==> config.mk <==
export PLATFORM = sky130hd
export DESIGN_NAME = uart_pg_loader
export DESIGN_NICKNAME = d
export VERILOG_FILES = /design/src/rtl/uart_pg_loader.sv
export SDC_FILE = /design/constraint.sdc
export NUM_CORES = 1
export LEC_CHECK = 0
export BUFFER_PORTS_ARGS = -buffer_cell sky130_fd_sc_hd__buf_2
export CORE_MARGIN = 8
export CORE_UTILIZATION = 55
export DETAILED_ROUTE_END_ITERATION = 16
export PLACE_DENSITY = 0.77
export SYNTH_ARGS = -nofsm -noshare
export SYNTH_HDL_FRONTEND = slang
export SYNTH_SLANG_ARGS = --single-unit
export TNS_END_PERCENT = 20
==> constraint.sdc <==
create_clock -name pg_clk_i -period 5.1 [get_ports pg_clk_i]
set_input_delay 0.51 -clock pg_clk_i [delete_from_list [all_inputs] [get_ports pg_clk_i]]
set_output_delay 0.51 -clock pg_clk_i [all_outputs]
set_load 0.01 [all_outputs]
==> src/rtl/uart_pg_loader.sv <==
// UART program downloader: 8N1 receiver feeding a length-prefixed word loader.
// Optional trailing XOR checksum byte is enabled by defining PG_CHECKSUM_EN.
`timescale 1ns/1ps
module uart_pg_loader #(
    parameter int CLK_HZ = 10_000_000,
    parameter int BAUD   = 115200
) (
    input  logic        pg_clk_i,
    input  logic        pg_rst_i,
    input  logic        uart_rx,
    output logic        pg_wen,
    output logic [15:0] pg_din,
    output logic [15:0] pg_adr,
    output logic        pg_done,
    output logic        pg_err,
    output logic        cpu_hold
);

    localparam int          DIV    = CLK_HZ / BAUD;
    localparam logic [15:0] DIV_M1 = 16'(DIV - 1);
    localparam logic [15:0] HALF   = 16'(DIV / 2);

    typedef enum logic [1:0] {RX_IDLE, RX_START, RX_DATA, RX_STOP} rx_t;

    typedef enum logic [2:0] {
        S_LEN_LO, S_LEN_HI, S_DATA_LO, S_DATA_HI,
`ifdef PG_CHECKSUM_EN
        S_CSUM,
`endif
        S_DONE, S_ERR
    } st_t;

`ifdef PG_CHECKSUM_EN
    localparam st_t S_FIN = S_CSUM;
`else
    localparam st_t S_FIN = S_DONE;
`endif

    logic        rx_s1_q, rx_s2_q, rx_s3_q;
    rx_t         rx_q, rx_d;
    logic [15:0] cnt_q, cnt_d;
    logic [2:0]  bit_q, bit_d;
    logic [7:0]  sh_q, sh_d;
    logic        bv_q, bv_d;
    logic        frame_err;

    st_t         st_q, st_d;
    logic [7:0]  lo_q, lo_d;
    logic [15:0] rem_q, rem_d;
    logic        wen_q, wen_d;
    logic [15:0] din_q, din_d;
    logic [15:0] adr_q, adr_d;
`ifdef PG_CHECKSUM_EN
    logic [7:0]  csum_q, csum_d;
`endif

    // rx_s3_q is the previous synchronized sample, used for edge detection
    always_ff @(posedge pg_clk_i) begin
        if (pg_rst_i) begin
            rx_s1_q <= 1'b1;
            rx_s2_q <= 1'b1;
            rx_s3_q <= 1'b1;
            rx_q    <= RX_IDLE;
            cnt_q   <= '0;
            bit_q   <= '0;
            sh_q    <= '0;
            bv_q    <= 1'b0;
        end else begin
            rx_s1_q <= uart_rx;
            rx_s2_q <= rx_s1_q;
            rx_s3_q <= rx_s2_q;
            rx_q    <= rx_d;
            cnt_q   <= cnt_d;
            bit_q   <= bit_d;
            sh_q    <= sh_d;
            bv_q    <= bv_d;
        end
    end

    always_comb begin
        rx_d      = rx_q;
        cnt_d     = cnt_q;
        bit_d     = bit_q;
        sh_d      = sh_q;
        bv_d      = 1'b0;
        frame_err = 1'b0;
        unique case (rx_q)
            RX_IDLE: begin
                if (rx_s3_q && !rx_s2_q) begin
                    rx_d  = RX_START;
                    cnt_d = '0;
                end
            end
            RX_START: begin
                cnt_d = cnt_q + 16'd1;
                if (cnt_q == HALF) begin
                    cnt_d = '0;
                    bit_d = '0;
                    rx_d  = rx_s2_q ? RX_IDLE : RX_DATA;
                end
            end
            RX_DATA: begin
                cnt_d = cnt_q + 16'd1;
                if (cnt_q == DIV_M1) begin
                    cnt_d = '0;
                    sh_d  = {rx_s2_q, sh_q[7:1]};
                    bit_d = bit_q + 3'd1;
                    if (bit_q == 3'd7) rx_d = RX_STOP;
                end
            end
            RX_STOP: begin
                cnt_d = cnt_q + 16'd1;
                if (cnt_q == DIV_M1) begin
                    cnt_d     = '0;
                    rx_d      = RX_IDLE;
                    bv_d      = rx_s2_q;
                    frame_err = !rx_s2_q;
                end
            end
            default: rx_d = RX_IDLE;
        endcase
    end

    always_ff @(posedge pg_clk_i) begin
        if (pg_rst_i) begin
            st_q   <= S_LEN_LO;
            lo_q   <= '0;
            rem_q  <= '0;
            wen_q  <= 1'b0;
            din_q  <= '0;
            adr_q  <= '0;
`ifdef PG_CHECKSUM_EN
            csum_q <= '0;
`endif
        end else begin
            st_q   <= st_d;
            lo_q   <= lo_d;
            rem_q  <= rem_d;
            wen_q  <= wen_d;
            din_q  <= din_d;
            adr_q  <= adr_d;
`ifdef PG_CHECKSUM_EN
            csum_q <= csum_d;
`endif
        end
    end

    always_comb begin
        st_d   = st_q;
        lo_d   = lo_q;
        rem_d  = rem_q;
        wen_d  = 1'b0;
        din_d  = din_q;
        adr_d  = wen_q ? adr_q + 16'd1 : adr_q;
`ifdef PG_CHECKSUM_EN
        csum_d = csum_q;
        if (bv_q) csum_d = csum_q ^ sh_q;
`endif
        if (frame_err && st_q != S_DONE && st_q != S_ERR) begin
            st_d = S_ERR;
        end else if (bv_q) begin
            unique case (st_q)
                S_LEN_LO: begin
                    lo_d = sh_q;
                    st_d = S_LEN_HI;
                end
                S_LEN_HI: begin
                    rem_d = {sh_q, lo_q};
                    st_d  = ({sh_q, lo_q} == 16'd0) ? S_FIN : S_DATA_LO;
                end
                S_DATA_LO: begin
                    lo_d = sh_q;
                    st_d = S_DATA_HI;
                end
                S_DATA_HI: begin
                    wen_d = 1'b1;
                    din_d = {sh_q, lo_q};
                    rem_d = rem_q - 16'd1;
                    st_d  = (rem_q == 16'd1) ? S_FIN : S_DATA_LO;
                end
`ifdef PG_CHECKSUM_EN
                S_CSUM: st_d = (sh_q == csum_q) ? S_DONE : S_ERR;
`endif
                default: st_d = st_q;
            endcase
        end
    end

    assign pg_wen   = wen_q;
    assign pg_din   = din_q;
    assign pg_adr   = adr_q;
    assign pg_done  = (st_q == S_DONE);
    assign pg_err   = (st_q == S_ERR);
    assign cpu_hold = (st_q != S_DONE);

endmodule

After elaboration in Yosys (flattened, before gate mapping)
Index checks and enable logic that the tools add are counted.

Bits in registers: 93. Input bits: 3.

$add $sub $neg: 4. Equality and inequality tests: 19. Muxes and demuxes: 23. Bitwise logic cells: 4. Reductions and logical operators: 25.

Operator list (number): 16-bit 2-to-1 mux (3); 16-bit case mux with 3 select lines (1); 16-bit by 1-bit adder with 16-bit output, second input constant (2); 16-bit case mux with 2 select lines (1); 3-bit 2-to-1 mux (6); 16-bit by 1-bit equality test with 1-bit output, second input constant (1); 16-bit by 6-bit equality test with 1-bit output, second input constant (1); 16-bit by 7-bit equality test with 1-bit output, second input constant (1); 16-bit logical NOT (1); 16-bit by 1-bit subtractor with 16-bit output, second input constant (1); 2-bit 2-to-1 mux (6); 3-bit case mux with 4 select lines (1); 3-bit AND reduction (4); 2-bit inequality test, second input constant (5); 3-bit equality test, second input constant (3); 2-bit case mux with 4 select lines (1); 3-bit by 2-bit equality test with 1-bit output, second input constant (2); 3-bit inequality test, second input constant (2); 3-bit case mux with 2 select lines (1); 2-bit AND reduction (3); 2-bit nonzero test (3); 2-bit OR reduction (3); 3-bit OR reduction (2); 5-bit AND reduction (1); 12 further kinds (20).

Longest topological paths before layout
Word-level depth: 7. Mapped depth: 8. Gate-level depth less buffers: 7.

Least setup slack after synthesis
OpenSTA, ideal clock, no wires.

Path type: register -> register. From: register cnt_q[0]. To: register rem_q[8]. Setup time: 0.116 ns. Data arrival time: 1.954 ns. Data required time: 4.984 ns. Setup slack: 3.030 ns. Stages on the path, launching flop included: 8. Buffers on the path: 1. Clock period less this slack: 2.070 ns. Cell sequence: dfxtp_1 ha_1 nor4bb_1 nand4b_4 o31ai_4 buf_6 nor3_1 a31o_1.

Cells in the longest elaborated chain, start to end: 7.

Ends and longest elaborated chain: start, declared (line 41) `logic [15:0] cnt_q, cnt_d;`; start signal, assigned (line 73) `cnt_q <= cnt_d;`; 16-bit by 7-bit equality test with 1-bit output (line 113) `if (cnt_q == DIV_M1) begin`; 1-bit 2-to-1 mux (line 113); 1-bit 2-to-1 mux (line 87) `unique case (rx_q)`; 1-bit logical AND (2 in series) (line 159) `if (frame_err && st_q != S_DONE && st_q != S_ERR) begin`; 1-bit inverter (no line); 3-bit AND reduction (no line); end signal, assigned (line 138) `rem_q <= rem_d;`; end, declared (line 49) `logic [15:0] rem_q, rem_d;`.

Every way passes these cells. A chain may end at the register's enable or synchronous reset.

Worst setup path in the final report
From: register cnt_q[0]. To: register din_q[4] (netlist: pg_din[4]).

Cells in the longest elaborated chain, start to end: 7.

Ends and longest elaborated chain: 16-bit by 7-bit equality test with 1-bit output (line 113); 1-bit 2-to-1 mux (line 113); 1-bit 2-to-1 mux (line 87); 1-bit logical AND (2 in series) (line 159); 1-bit inverter (no line); 3-bit AND reduction (no line); end signal, assigned (line 140) `din_q <= din_d;`; end, declared (line 51) `logic [15:0] din_q, din_d;`.

Every way passes these cells.

==> key figures <==
Floorplanning
  • Die area: 0.0110 mm^2
  • Io pins: 39
  • Die X: 105 um
  • Die height: 105 um
  • Site Rows: 32
  • Core box area: 0.00769 mm^2
  • Initial Util: 56.4%

Setup path
  • R2R cell count: 6
  • Critical Path End Type: flop
  • CP Class: flop to flop
  • Reg2reg end: pg_din[4]$_SDFFE_PP0P_
  • Critical path launch point type: flop
  • Worst reg2reg setup slack: 2.22 ns
  • Req. time, crit path: 5.39 ns
  • RR Startpoint: cnt_q[0]$_SDFFE_PP0P_
  • Worst Path Arrival: 3.17 ns
  • Crit Path Max Fanout: 33

Layout
  • Share of post-route cells with drive strength above 1: 13.0%
  • Synthesis-to-layout area growth: 10.5%
  • Most frequent cells in the layout: 93 x dfxtp_1, 55 x nor2_1, 39 x a21oi_1
  • Final nets: 546
  • Most common cell after layout, fill and taps aside: dfxtp_1
  • N_diodes: 0
  • Non-filler cells, final: 642

Job
  • Max Cap Violations: 0

Placement
  • RePlAce Congestion: 0.881
  • Hpwl dp: 6410 um
  • DP Cell Count: 627
  • PortBufs: 38

Logic synthesis
  • Synth Cell Area: 0.00433 mm^2
  • Asr flop ratio synth: 0%
  • Yosys top cell area share: 43.0%
  • Count of flip-flops with a built-in enable after synthesis: 0
  • Syn nets: 520
  • Post-synthesis cell type count: 60
  • Number of synthesized register bits: 93
  • Register area share after synthesis: 43.0%
  • Synthesized instance count: 510
  • Cell taking the most area after synthesis: dfxtp_1
  • Synth top area cells: dfxtp_1 43%, nor2_1 4.8%, a21oi_1 4.5%
  • Synthesized area per cell: 8.50 um^2
  • Main flop type after synthesis: dfxtp_1
  • Synth warn: 0

Timing
  • RSZ-0062 raised after global routing: false
  • TNS Setup: 0 ns
  • Final Cycle Share: 56.5%
  • Slew headroom: 18.8%
  • Tightest Pin Transition: 1.22 ns
  • Final hold vios: 0
  • Max Fclk: 347 MHz
  • Final setup violation count: 0
  • Slew Viols, Final: 0
  • Final Critical Period: 2.88 ns
  • Clock Skews: 0.00707 ns

Global routing
  • First-pass GRT wire length: 16,800 um
  • Vias in the first global route: 3,662
  • Overflow after GRT: 0
  • All-layer global routing usage: 17.8%
  • Largest net degree at the start of global routing: 83
  • Initial antenna violation count: 0

Worst hold path
  • Worst Hold Launch: uart_rx
  • Min-delay worst type: primary input to flop
  • Hold EP: rx_s1_q$_SDFF_PP1_
  • Hold path cells: 2

Drt
  • Antenna-violating nets left: 0
  • First-iteration detailed-routing DRC count: 169
  • Final wirelength: 9750 um
  • WL per Instance: 15.2 um
  • Vias: 3,735
  • Pre-Repair DR Iteration Count: 4
  • Vias per cell: 5.82
  • # DRC: 0

Clock network
  • Clk slew on worst S/H paths: 0.09 ns
  • Post-cts sizing count: 0
  • Clock sink total: 93
  • Post-CTS setup buffer count: 0
  • CTS tree: yes
  • Worst-Skew Late Latency: 0.36 ns
  • Hold buffer count at cts: 0
  • Clock root buffer: clkbuf_8
  • TritonCTS Buffers: 9
  • H-tree depth: 3
  • Deepest clock path buffer count: 2

Power and ir drop
  • Peak VDD IR: 0.000180 V
  • Logic gate share of total power: 3.3%
  • Sequential power share: 54.0%
  • Pwr per Cell Area: 284 mW/mm^2
  • Leak Pwr: 1.89 nW
  • Internal power: 1.07 mW
  • Sw Ratio: 21.8%
  • Switching pwr: 0.296 mW
  • Clock share of power: 42.7%

Status
  • Status: completed
power groups by stage:
| stage | Sequential, mW | Combinational [mW] | Clock [mW] |
|---|---|---|---|
| floorplan | 0.749 | 0.0350 | 0 |
| global placement | 0.752 | 0.0437 | 0 |
| detailed placement | 0.752 | 0.0446 | 0 |
| CTS | 0.735 | 0.0447 | 0.595 |
| global route | 0.736 | 0.0507 | 0.625 |
| finish | 0.735 | 0.0447 | 0.582 |
cell families (layout without fill, tap and decap cells):
logic type	count (synthesis)	after routing	share of synthesized area [%]
buffers and inverters	41	71	4.22
DFF	93	93	43.0
xor gates and xnor gates	22	22	4.45
muxes	17	17	3.93
AOI/OAI and AO/OA	118	118	17.2
adders and majority gates	7	7	2.02
and+or+nand+nor	212	212	25.2
through the flow:
stage          setup WS (ns)  util [%]  cell area, um^2  hold WS, ns  total power [mW]
2_1_floorplan           3.03         -             4330        0.389             0.784
3_3_place_gp            2.36      59.2             4550        0.395             0.795
3_5_place_dp            2.21      59.2             4550        0.396             0.797
4_1_cts                 2.20      62.3             4790        0.318              1.37
5_1_grt                 1.87      62.3             4790        0.333              1.41
6_report                2.22      62.3             4790        0.335              1.36
worst max path at each step:
stage | start | to | cells past startpoint
6_report | cnt_q[0]$_SDFFE_PP0P_ | pg_din[4]$_SDFFE_PP0P_ | 6
2_1_floorplan | cnt_q[0]$_SDFFE_PP0P_ | rem_q[8]$_SDFFE_PP0P_ | 7
3_3_place_gp | cnt_q[0]$_SDFFE_PP0P_ | rem_q[5]$_SDFFE_PP0P_ | 6
4_1_cts | cnt_q[0]$_SDFFE_PP0P_ | pg_din[5]$_SDFFE_PP0P_ | 6
5_1_grt | cnt_q[0]$_SDFFE_PP0P_ | pg_din[4]$_SDFFE_PP0P_ | 6
3_5_place_dp | cnt_q[0]$_SDFFE_PP0P_ | pg_din[5]$_SDFFE_PP0P_ | 6
critical path, stage by stage, from the launching register on:
cell      delay (ns)
dfxtp_1         0.40
ha_1            0.16
nor4bb_1        0.48
nand4b_4        0.27
o31ai_4         1.06
o21ai_0         0.23
a21oi_1         0.18
synthesized netlist by cell type, drive strengths merged, types with 2 or more instances:
cell / instances
nor2: 55
mux2i: 17
a21oi: 39
nor4: 10
nand3b: 4
and2: 4
a2bb2oi: 2
nor4bb: 3
inv: 12
ha: 7
or2: 3
nand4: 12
o31ai: 2
nand3: 32
nor4b: 2
or3: 10
o211ai: 2
o21ai: 38
nor3b: 2
nor3: 17
and3: 7
nor2b: 2
dfxtp: 93
nand2: 37
nand2b: 6
a211oi: 4
o32ai: 2
a31oi: 8
a22oi: 3
xor2: 13
nand4b: 3
xnor2: 9
a21o: 2
clkbuf: 21
buf: 7
o31a: 2
o21a: 4
a31o: 3
flip-flops by register name, summed over array words and instances, names as in the netlist, named ones only:
name and count:
rx_q 1, pg_wen 1, rem_q 16, rx_s3_q 1, bit_q 3, sh_q 8
lo_q 8, pg_din 16, rx_s2_q 1, pg_adr 16, cnt_q 16, st_q 3
rx_s1_q 1, bv_q 1
per-layer routing:
layer / up-vias / global-route usage, % / part of all wire (%)
met1: 1755 / 22.0 / 46
met5: - / 0 / 0
met2: 76 / 29.2 / 47
met4: 0 / 7.75 / 2.2
met3: 20 / 3.69 / 4.1
li1: 1884 / - / -
layout make-up:
class | count | area [um^2]
clock inverters | 6 | 111
flip-flops and latches | 93 | 1860
fillers | 691 | 2900
multi-input cells | 376 | 2290
inverters | 13 | 48.8
clock buffers | 9 | 124
well taps | 102 | 128
repair buffers | 43 | 228
(Power assumes the default switching activity.)
